--- src/rtl/qspi_bus_sched.sv ---
// Quad-SPI bus scheduler: arbitrates the fetch and data ports onto a shared flash/PSRAM
// bus and sequences the command, address, dummy and data phases at SCLK = clk/2.
module qspi_bus_sched #(
    parameter int FLASH_DUMMY   = 6,
    parameter int PSRAM_DUMMY   = 6,
    parameter int PSRAM_SEL_BIT = 24
) (
    input  logic        clk,
    input  logic        rst_n,
    input  logic        i_req,
    input  logic [31:0] i_addr,
    output logic        i_ready,
    output logic [31:0] i_rdata,
    input  logic        d_req,
    input  logic        d_we,
    input  logic [31:0] d_addr,
    input  logic [31:0] d_wdata,
    input  logic [1:0]  d_size,
    output logic        d_ready,
    output logic [31:0] d_rdata,
    output logic        flash_cs_n,
    output logic        ram_cs_n,
    output logic        spi_sclk,
    input  logic [3:0]  spi_io_in,
    output logic [3:0]  spi_io_out,
    output logic [3:0]  spi_io_oe
);

    typedef enum logic [2:0] {
        S_IDLE, S_CMD, S_ADDR, S_DUMMY, S_DATA, S_DONE
    } state_t;

    localparam logic [7:0] FLASH_DUMMY_LAST = (FLASH_DUMMY > 0) ? 8'(FLASH_DUMMY - 1) : 8'd0;
    localparam logic [7:0] PSRAM_DUMMY_LAST = (PSRAM_DUMMY > 0) ? 8'(PSRAM_DUMMY - 1) : 8'd0;
    localparam logic [7:0] CMD_READ  = 8'hEB;
    localparam logic [7:0] CMD_WRITE = 8'h38;

    state_t      r_state, w_state_next;
    logic        r_sclk;
    logic [7:0]  r_cnt;
    logic        r_port;
    logic        r_last_d;
    logic        r_we;
    logic        r_psram;
    logic [1:0]  r_size;
    logic [23:0] r_addr;
    logic [31:0] r_wdata;
    logic [31:0] r_acc;
    logic [31:0] r_i_rdata;
    logic [31:0] r_d_rdata;

    logic        w_idle, w_grant_d, w_grant_i, w_grant;
    logic        w_g_psram, w_g_we, w_active, w_no_dummy, w_phase_end;
    logic [7:0]  w_phase_last, w_cmd;
    logic [4:0]  w_nib_lsb;
    logic [3:0]  w_addr_nib;
    logic        w_unused_addr_bits;

    assign w_idle    = (r_state == S_IDLE);
    // Data wins alone; under contention the port not served last wins.
    assign w_grant_d = w_idle && d_req && (!i_req || !r_last_d);
    assign w_grant_i = w_idle && i_req && !w_grant_d;
    assign w_grant   = w_grant_d || w_grant_i;
    assign w_g_psram = w_grant_d ? d_addr[PSRAM_SEL_BIT] : i_addr[PSRAM_SEL_BIT];
    assign w_g_we    = w_grant_d && d_we;

    assign w_active    = (r_state == S_CMD) || (r_state == S_ADDR) ||
                         (r_state == S_DUMMY) || (r_state == S_DATA);
    assign w_no_dummy  = r_we || (r_psram ? (PSRAM_DUMMY == 0) : (FLASH_DUMMY == 0));
    assign w_cmd       = r_we ? CMD_WRITE : CMD_READ;
    // Ascending byte order, high nibble of each byte first.
    assign w_nib_lsb   = {r_cnt[2:1], ~r_cnt[0], 2'b00};
    assign w_phase_end = r_sclk && (r_cnt == w_phase_last);
    assign w_unused_addr_bits = ^{i_addr[31:24], d_addr[31:24]};

    always_comb begin
        w_addr_nib = 4'd0;
        case (r_cnt[2:0])
            3'd0:    w_addr_nib = r_addr[23:20];
            3'd1:    w_addr_nib = r_addr[19:16];
            3'd2:    w_addr_nib = r_addr[15:12];
            3'd3:    w_addr_nib = r_addr[11:8];
            3'd4:    w_addr_nib = r_addr[7:4];
            3'd5:    w_addr_nib = r_addr[3:0];
            default: w_addr_nib = 4'd0;
        endcase
    end

    always_comb begin
        w_phase_last = 8'd0;
        case (r_state)
            S_CMD:   w_phase_last = 8'd7;
            S_ADDR:  w_phase_last = 8'd5;
            S_DUMMY: w_phase_last = r_psram ? PSRAM_DUMMY_LAST : FLASH_DUMMY_LAST;
            S_DATA: begin
                case (r_size)
                    2'd0:    w_phase_last = 8'd1;
                    2'd1:    w_phase_last = 8'd3;
                    default: w_phase_last = 8'd7;
                endcase
            end
            default: w_phase_last = 8'd0;
        endcase
    end

    always_ff @(posedge clk or negedge rst_n) begin
        if (!rst_n) begin
            r_state <= S_IDLE;
        end else begin
            r_state <= w_state_next;
        end
    end

    always_comb begin
        w_state_next = r_state;
        case (r_state)
            S_IDLE: begin
                if (w_grant) begin
                    w_state_next = (w_g_we && !w_g_psram) ? S_DONE : S_CMD;
                end
            end
            S_CMD:   if (w_phase_end) w_state_next = S_ADDR;
            S_ADDR:  if (w_phase_end) w_state_next = w_no_dummy ? S_DATA : S_DUMMY;
            S_DUMMY: if (w_phase_end) w_state_next = S_DATA;
            S_DATA:  if (w_phase_end) w_state_next = S_DONE;
            S_DONE:  w_state_next = S_IDLE;
            default: w_state_next = S_IDLE;
        endcase
    end

    // Counters advance on the sclk 1->0 edge so outputs only move while sclk is low.
    always_ff @(posedge clk or negedge rst_n) begin
        if (!rst_n) begin
            r_sclk    <= 1'b0;
            r_cnt     <= 8'd0;
            r_port    <= 1'b0;
            r_last_d  <= 1'b0;
            r_we      <= 1'b0;
            r_psram   <= 1'b0;
            r_size    <= 2'd0;
            r_addr    <= 24'd0;
            r_wdata   <= 32'd0;
            r_acc     <= 32'd0;
            r_i_rdata <= 32'd0;
            r_d_rdata <= 32'd0;
        end else if (w_grant) begin
            r_sclk   <= 1'b0;
            r_cnt    <= 8'd0;
            r_port   <= w_grant_d;
            r_last_d <= w_grant_d;
            r_we     <= w_g_we;
            r_psram  <= w_g_psram;
            r_size   <= w_grant_d ? d_size : 2'd2;
            r_addr   <= w_grant_d ? d_addr[23:0] : i_addr[23:0];
            r_wdata  <= d_wdata;
            r_acc    <= 32'd0;
        end else if (w_active) begin
            r_sclk <= ~r_sclk;
            if (r_sclk) begin
                r_cnt <= w_phase_end ? 8'd0 : r_cnt + 8'd1;
            end
            if (!r_sclk && (r_state == S_DATA) && !r_we) begin
                r_acc[w_nib_lsb +: 4] <= spi_io_in;
            end
            if (w_phase_end && (r_state == S_DATA) && !r_we) begin
                if (r_port) begin
                    r_d_rdata <= r_acc;
                end else begin
                    r_i_rdata <= r_acc;
                end
            end
        end else begin
            r_sclk <= 1'b0;
        end
    end

    always_comb begin
        flash_cs_n = 1'b1;
        ram_cs_n   = 1'b1;
        spi_sclk   = 1'b0;
        spi_io_out = 4'd0;
        spi_io_oe  = 4'd0;
        i_ready    = 1'b0;
        d_ready    = 1'b0;
        if (w_active) begin
            flash_cs_n = r_psram;
            ram_cs_n   = !r_psram;
            spi_sclk   = r_sclk;
        end
        case (r_state)
            S_CMD: begin
                spi_io_oe  = 4'b0001;
                spi_io_out = {3'b000, w_cmd[3'd7 - r_cnt[2:0]]};
            end
            S_ADDR: begin
                spi_io_oe  = 4'b1111;
                spi_io_out = w_addr_nib;
            end
            S_DATA: begin
                if (r_we) begin
                    spi_io_oe  = 4'b1111;
                    spi_io_out = r_wdata[w_nib_lsb +: 4];
                end
            end
            S_DONE: begin
                i_ready = !r_port;
                d_ready = r_port;
            end
            default: ;
        endcase
    end

    assign i_rdata = r_i_rdata;
    assign d_rdata = r_d_rdata;

endmodule

--- config.mk ---
export PLATFORM = sky130hd
export DESIGN_NAME = qspi_bus_sched
export DESIGN_NICKNAME = d
export VERILOG_FILES = /design/src/rtl/qspi_bus_sched.sv
export SDC_FILE = /design/constraint.sdc
export NUM_CORES = 1
export LEC_CHECK = 0
export ABC_AREA = 1
export BUFFER_PORTS_ARGS = -buffer_cell sky130_fd_sc_hd__buf_4
export CORE_UTILIZATION = 40
export DETAILED_ROUTE_END_ITERATION = 10
export SETUP_SLACK_MARGIN = 0.15
export SLEW_MARGIN = 20
export SYNTH_ARGS = -nofsm -noshare
export SYNTH_HDL_FRONTEND = slang
export SYNTH_SLANG_ARGS = --single-unit
--- constraint.sdc ---
create_clock -name clk -period 6.5 [get_ports clk]
set_input_delay 1.3 -clock clk [delete_from_list [all_inputs] [get_ports clk]]
set_output_delay 1.3 -clock clk [all_outputs]
set_load 0.01 [all_outputs]
# --- After elaboration in Yosys (flattened, before gate mapping) ---
# Cells that the tools add are included.
word_totals:
  output_inout_bits: 77
  input_bits: 107
  elab_cells: 111
  reg_bits: 169
classes:
  n_reduce_logical: 35
  shifts: 3
  add_sub_neg: 3
  eq_ne: 17
  bitwise_logic: 4
  magnitude_cmp: 1
  mux: 36
ops:
  columns: ["op", "count"]
  rows:
  - ["32-bit 2-to-1 mux", 3]
  - ["8-bit 2-to-1 mux", 5]
  - ["32-bit bitwise mux", 1]
  - ["4-bit by 7-bit variable shift with 32-bit output, first input constant", 1]
  - ["32-bit by 6-bit variable part select with 4-bit output", 1]
  - ["4-bit by 7-bit variable part select with 32-bit output", 1]
  - ["24-bit 2-to-1 mux", 1]
  - ["4-bit one-hot mux with 3 select lines", 2]
  - ["4-bit one-hot mux with 6 select lines", 1]
  - ["3-bit 2-to-1 mux", 7]
  - ["3-bit one-hot mux with 5 select lines", 1]
  - ["3-bit by 2-bit == test with 1-bit output, second input constant", 4]
  - ["3-bit == test, second input constant", 4]
  - ["1-bit logical AND", 11]
  - ["1-bit 2-to-1 mux", 9]
  - ["3-bit one-hot mux with 3 select lines", 1]
  - ["8-bit by 1-bit adder with 8-bit output, second input constant", 1]
  - ["8-bit == test", 1]
  - ["4-bit 2-to-1 mux", 2]
  - ["2-bit inequality test, second input constant", 4]
  - ["4-bit AND reduction", 2]
  - ["1-bit zero test", 7]
  - ["5-bit negator with 7-bit output", 1]
  - ["3-bit by 1-bit == test with 1-bit output, second input constant", 2]
  - ["15 further kinds", 26]

# --- Logic depth before layout (Yosys ltp) ---
# Gate-level depths: netlist of run 1.
logic_depth:
  word_depth: 9
  ltp_mapped: 12
  ltp_nobuf: 11

# --- Worst setup path before layout of run 1 ---
# Ideal clock, no wire load.
synth_path:
  path_kind: "reg2out"
  start: "register r_cnt[0]"
  end: "output spi_io_out[1]"
  t_arrival_ns: 1.757
  setup_slack_ns: 3.443
  stages_incl_launch_ff: 9
  path_cell_list: "dfrtp_1 -> inv_1 -> clkbuf_1 -> buf_1 -> ha_1 -> nand2_1 -> o2111ai_1 -> o21ai_0 -> o21ai_0"
synth_between:
  elab_chain_cells: 4
  elab_cells_between_ends: 11
synth_lines:
  columns: ["element", "line", "rtl"]
  rows:
  - ["start, declared", "40", "logic [7:0] r_cnt;"]
  - ["start signal, assigned", "160", "r_cnt <= w_phase_end ? 8'd0 : r_cnt + 8'd1;"]
  - ["1-bit inverter", "72", "assign w_nib_lsb = {r_cnt[2:1], ~r_cnt[0], 2'b00};"]
  - ["32-bit by 6-bit variable part select with 4-bit output", "202", "spi_io_out = r_wdata[w_nib_lsb +: 4];"]
  - ["4-bit 2-to-1 mux", "200", "if (r_we) begin"]
  - ["4-bit one-hot mux with 3 select lines (*)", "190", "case (r_state)"]
  - ["end, declared", "25", "output logic [3:0] spi_io_out,"]
# Every way passes the cells marked *; elsewhere a longest branch is shown, timed or not.

# --- Final worst setup path of run 1 ---
layout_path:
  start: "register r_cnt[1]"
  end: "output spi_io_out[3]"
layout_between:
  elab_chain_cells: 3
  elab_cells_between_ends: 10
layout_lines:
  columns: ["element", "line"]
  rows:
  - ["32-bit by 6-bit variable part select with 4-bit output (tied with other cells)", "202"]
  - ["4-bit 2-to-1 mux or 4-bit one-hot mux with 6 select lines (tied branches)", "200, 78"]
  - ["4-bit one-hot mux with 3 select lines (*)", "190"]
# Marked as above.

==> reports/qor.csv, run 1 <==
stage,metric,value,unit
sta,timing.hold.ws,474.5,ps
floorplanning,core.rowCount,51,
pwr,internal-power,1.735,mW
synth,synthSimpleGateAreaFrac,0.2833,
layout,n_antenna_cell,0,
clock_tree,htree_levels,4,
worst_setup_path,end_kind,output pin,
floorplanning,io_pins,184,
synth,yosys.area.top_type,dfrtp_1,
floorplanning,core,19400,µm²
global_route,grt_pass1_wl,34.36,mm
synth,syn_area,7911,µm²
global_route,grt_usage,0.2186,
clock_tree,cts_hold_buffers,0,
floorplanning,die_w,142.6,µm
synth,yosys-mux-area-fraction,0,
detailed_routing,routedWlPerCell,15.65,µm
hold_path,hold_class,flip-flop to flip-flop,
worst_setup_path,slowest_delay,650,ps
placement,gp_congestion,0.8075,
clock_tree,numCtsBuffers,17,
sta,finalMaxSlewViolations,0,
worst_setup_path,worstPathCellList,inv_1 -> ha_1 -> ha_1 -> inv_1 -> o22ai_1 -> o21ai_0 -> nand2_1 -> buf_4,
worst_setup_path,cp.arrival,2920,ps
sta,timing_hold_violations_final,0,
worst_setup_path,path_delay_family,buffers and inverters,
pwr,p_sw,473.4,µW
detailed_routing,drt_first_pass_iters,5,
sta,fmax,237.0,MHz
clock_tree,clkLatencyLatePin,430,ps
synth,syn_nets,1058,
sta,finalCritPeriodShare,0.6491,
pwr,leakagePower,5.216,nW
floorplanning,initial_core_util,0.4078,
synth,syn_avg_cell_area,8.381,µm²
layout,fin_nets,1198,
detailed_routing,viasPerCell,5.107,
layout,final_cell_mix,"nand2_1, buf_4, dfrtp_1",
worst_setup_path,path_class,flip-flop to output pin,
worst_setup_path,slowest_stage,dfrtp_1,
global_route,grt_max_degree,83,
layout,syn_to_final_growth,24.70,%
pwr,p_total,2.208,mW
detailed_routing,postRouteAntennaNets,0,
outcome,status,finished clean,
worst_setup_path,cp.depth,8,
synth,ys_seq_elements,169,
pwr,power_density,223.8,nW/µm²
pwr,clock_power_share,0.479,
synth,yosysWarnings,0,
layout,nFillCells,1930,
clock_tree,cts_setup_buffers,0,
layout,drive_gt1_frac,0.2100,
pwr,pwr-share-seq,0.486,
detailed_routing,drc_errors,0,
detailed_routing,drt-total-wl,21.29,mm
worst_setup_path,required,5200,ps
pwr,p_comb_frac,0.035,
floorplanning,die_height,142.6,µm
clock_tree,cts-root-buf,clkbuf_16,
synth,synth_top_family_by_area,simple AND/OR/NAND/NOR gates,
sta,fin_crit,4219,ps
clock_tree,cts.sink_count,169,
sta,worst_pin_slew,773.1,ps
sta,fin_setup_tns,0,ps
global_route,antenna_found_initial,0,
sta,setup_viol,0,
worst_setup_path,start_kind,flip-flop,
layout,final_common_cell,nand2_1,
sta,relSlewSlack,0.4840,
clock_tree,cts_buffer_depth,2,
worst_setup_path,rr_worst_depth,9,
synth,synth_seq_area_share,0.5346,
synth,synthDistinctLibCells,32,
pwr,sw_frac_of_total,0.2144,
synth,synth-compound-area-share,0.1006,
global_route,grt_pass1_vias,6595,
global_route,grt_overflow,0,
synth,synthAdderAreaFrac,0.01107,
worst_setup_path,crit_buf_inv,3,
floorplanning,die-area,20340,µm²
synth,synth_area_leaders,"dfrtp_1, nand2_1, o21ai_0",
synth,synth_top_area_frac,0.5346,
clock_tree,cts_resized,0,
worst_setup_path,path_max_fanout,14,
flow_run,cap_violations,0,
synth,netlist_instances,944,
hold_path,whs_path_depth,2,
detailed_routing,drt_iter0_drc,508,
sta,rsz0062_at_grt,false,
placement,hpwl,14.26,mm
synth,synth-xor-area-share,0.004428,
clock_tree,cts_tree,built,
detailed_routing,vias,6946,
pwr,ir_drop,0.0002021,V
placement,io_buffers,169,
sta,fin_skew,8.834,ps
clock_tree,clkSlewWorstSetupHoldPaths,60,ps
cells in the mapped netlist:
cell,instances
nor2_4,2
o221ai_1,3
ha_1,7
o21ai_2,1
o21ai_1,6
a31oi_1,1
nand4_1,71
o22ai_1,24
buf_1,2
nor3_1,3
nand3_2,3
nand2_1,322
o2111ai_1,3
or2_2,1
xor2_1,4
o21ai_0,96
o211ai_1,3
dfrtp_1,169
a21oi_1,9
clkbuf_1,25
nand2_4,1
inv_2,4
buf_2,13
nor2_2,3
and2_1,1
nand2_2,5
nand3_1,32
nand4_4,2
inv_1,47
nor2_1,65
buf_6,12
buf_4,4
power by group through the flow:
stage	sequential (mW)	clock [mW]	combinational, mW
global route	1.07	1.12	0.0878
CTS	1.07	1.07	0.0800
floorplan	1.09	0	0.00958
finish	1.07	1.06	0.0779
global placement	1.09	0	0.0794
detailed placement	1.09	0	0.0796
through the flow:
stage,utilization,instance area (µm²),setup WS [ps],instances
floorplan,-,7911,3443,944
global placement,0.4772,9256,2742,1330
detailed placement,0.4772,9256,2746,1330
CTS,0.5086,9866,2287,1360
global route,0.5086,9866,2090,1360
finish,0.5086,9866,2281,1360
sequential cells by signal (all words and copies together), names as in the netlist:
register and cells:
r_psram 1, r_state 3, r_size 2, r_addr 24, r_sclk 1, i_rdata 32
r_last_d 1, r_we 1, r_cnt 8, r_wdata 32, d_rdata 32, r_acc 32
path summary, 6_finish.rpt:
| check | startpoint | to | slack (ps) |
|---|---|---|---|
| hold / removal | r_wdata[1]$_DFFE_PN0N_ | r_wdata[1]$_DFFE_PN0N_ | 470 |
| setup / recovery | r_cnt[1]$_DFFE_PN0P_ | spi_io_out[3] | 2280 |
| setup reg to reg | r_state[1]$_DFFE_PN0P_ | r_state[2]$_DFFE_PN0P_ | 3770 |
| min in group asynchronous | rst_n | d_rdata[27]$_DFFE_PN0P_ | 910 |
| hold reg to reg | r_wdata[1]$_DFFE_PN0N_ | r_wdata[1]$_DFFE_PN0N_ | 470 |
| max in group asynchronous | rst_n | r_wdata[1]$_DFFE_PN0N_ | 4450 |
cell families (layout without fill, tap and decap cells):
group / Yosys count / after routing
buffers and inverters: 107 / 258
AO/OA/AOI/OAI: 146 / 146
adder cells (fa/ha/maj): 7 / 7
AND/OR/NAND/NOR: 511 / 511
XOR/XNOR: 4 / 4
flip-flops: 169 / 169
routing by layer:
metal | GRT usage | part of all wire | up-vias
met5 | 0 | 0 | -
met4 | 0.06452 | 0.011 | 0
met3 | 0.04594 | 0.051 | 18
met2 | 0.3493 | 0.47 | 196
met1 | 0.2984 | 0.47 | 3305
li1 | - | - | 3427
worst register-to-register path, cell delays in order (launching register included):
cell and delay (ps):
dfrtp_1 410, inv_1 130, nand2_2 90, nor2_2 220, nand3_2 500, inv_1 800, nand3_1 220, o211ai_1 140
nand3_1 100, nand2_1 60
final cells by class:
cell class	instances	area, µm²	share of cell area
repair buffers	177	1333	0.1351
flip-flops and latches	169	4229	0.4287
clock buffers	20	466.7	0.04731
inverters	51	191.4	0.01940
multi-input cells	668	3172	0.3215
clock inverters	10	142.6	0.01446
well taps	265	331.6	0.03361
Note: power is estimated with default switching activity, not from simulation.
==> run 2: changes to the inputs <==
==> constraint.sdc (replaced) <==
create_clock -name clk -period 4 [get_ports clk]
set_input_delay 0.8 -clock clk [delete_from_list [all_inputs] [get_ports clk]]
set_output_delay 0.8 -clock clk [all_outputs]
set_load 0.01 [all_outputs]
==> run 2 against run 1 <==
Design area grew 0.27%. Die area unchanged. Routed wire length grew 0.51%. Global-route usage increased by 0.28 points.
==> reports/qor.csv, run 2 (synthesis results as in run 1) <==
stage,metric,value,unit
outcome,status,finished clean,
flow_run,cap_violations,0,
detailed_routing,vias,6950,
sta,finalMaxSlewViolations,0,
floorplanning,core.rowCount,51,
sta,rsz0062_at_grt,false,
floorplanning,die_height,142.6,µm
worst_setup_path,worstPathCellList,inv_1 -> ha_1 -> nand2_1 -> o2111ai_1 -> o21ai_0 -> o21ai_0 -> buf_4,
detailed_routing,drc_errors,0,
detailed_routing,viasPerCell,5.084,
clock_tree,cts_tree,built,
clock_tree,numCtsBuffers,17,
pwr,ir_drop,0.0002975,V
clock_tree,cts.sink_count,169,
worst_setup_path,end_kind,output pin,
global_route,grt_usage,0.2213,
worst_setup_path,cp.depth,7,
hold_path,hold_class,primary input to async pin,
global_route,grt_overflow,0,
global_route,grt_pass1_vias,6679,
layout,final_common_cell,nand2_1,
clock_tree,cts-root-buf,clkbuf_16,
pwr,p_total,3.477,mW
worst_setup_path,rr_worst_depth,8,
pwr,power_density,351.5,nW/µm²
sta,fin_crit,3254,ps
sta,fin_skew,8.240,ps
sta,timing_hold_violations_final,0,
layout,syn_to_final_growth,25.04,%
placement,gp_congestion,0.8156,
clock_tree,cts_setup_buffers,0,
detailed_routing,drt_first_pass_iters,4,
clock_tree,clkSlewWorstSetupHoldPaths,60,ps
layout,nFillCells,1961,
pwr,leakagePower,5.226,nW
worst_setup_path,crit_top_cell,o21ai_0,
floorplanning,die_w,142.6,µm
clock_tree,htree_levels,4,
detailed_routing,drt-total-wl,21.40,mm
worst_setup_path,slowest_stage,inv_1,
clock_tree,clkLatencyLatePin,430,ps
worst_setup_path,slowest_delay,520,ps
layout,final-instance-count-excl-fill,1367,
worst_setup_path,path_class,flip-flop to output pin,
floorplanning,die-area,20340,µm²
clock_tree,cts_resized,0,
placement,io_buffers,169,
global_route,grt_pass1_wl,34.74,mm
worst_setup_path,cp.arrival,2450,ps
sta,setup_viol,0,
sta,worst_pin_slew,713.6,ps
placement,dpl_cell_area,9319,µm²
worst_setup_path,start_kind,flip-flop,
layout,postLayoutCellArea,9892,µm²
sta,fin_setup_tns,0,ps
global_route,grt_max_degree,73,
layout,fin_util,0.5099,
sta,finalCritPeriodShare,0.8136,
placement,hpwl,14.55,mm
layout,n_antenna_cell,0,
placement,dp_cells,1335,
global_route,antenna_found_initial,0,
floorplanning,initial_core_util,0.4078,
clock_tree,cts_buffer_depth,2,
worst_setup_path,crit_buf_inv,2,
detailed_routing,routedWlPerCell,15.65,µm
worst_setup_path,path_delay_family,buffers and inverters,
sta,relSlewSlack,0.5236,
clock_tree,cts_hold_buffers,0,
floorplanning,io_pins,184,
layout,final_cell_mix,"nand2_1, buf_4, dfrtp_1",
sta,fmax,307.3,MHz
layout,fin_nets,1203,
worst_setup_path,path_max_fanout,22,
worst_setup_path,required,3200,ps
detailed_routing,postRouteAntennaNets,0,
floorplanning,core,19400,µm²
layout,drive_gt1_frac,0.2132,
detailed_routing,drt_iter0_drc,490,
==> run 2: path summary, 6_finish.rpt <==
kind | from | endpoint | slack, ps
min | rst_n | d_rdata[29]$_DFFE_PN0P_ | 350
max reg2reg | r_state[1]$_DFFE_PN0P_ | r_addr[0]$_DFFE_PN0N_ | 1440
min in group clk | r_sclk$_DFF_PN0_ | r_sclk$_DFF_PN0_ | 480
min reg2reg | r_sclk$_DFF_PN0_ | r_sclk$_DFF_PN0_ | 480
max in group asynchronous | rst_n | d_rdata[13]$_DFFE_PN0P_ | 2770
max | r_cnt[0]$_DFFE_PN0P_ | spi_io_out[2] | 750
==> run 2: power by group <==
| part | leakage (nW) | internal (mW) | switching, mW |
|---|---|---|---|
| sequential | 2.18 | 1.73 | 0.0189 |
| clock | 0.267 | 0.900 | 0.705 |
| combinational | 2.78 | 0.0667 | 0.0610 |
| total | 5.23 | 2.69 | 0.785 |
==> run 2: layout make-up <==
cell class	instances	area, µm²	share of cell area
Timing Repair Buffer	182	1395	0.1410
Multi-Input combinational cell	668	3172	0.3206
Clock inverter	11	112.6	0.01138
Sequential cell	169	4229	0.4275
Inverter	51	191.4	0.01935
Clock buffer	21	460.4	0.04655
Tap cell	265	331.6	0.03352
==> run 2: stage by stage <==
stage               hold WS [ps]  worst slack [ps]
floorplan                  442.9              1443
global placement           458.0              1175
detailed placement         461.2              1200
CTS                        381.1             722.4
global route               412.7             561.0
finish                     353.9             745.7
==> run 2: metal layers <==
layer / global-route usage / up-vias / wire (µm)
met5: 0 / - / 0
met4: 0.07810 / 0 / 302
met3: 0.04460 / 20 / 1067
met2: 0.3568 / 207 / 9977
met1: 0.2961 / 3279 / 10050
li1: - / 3444 / -
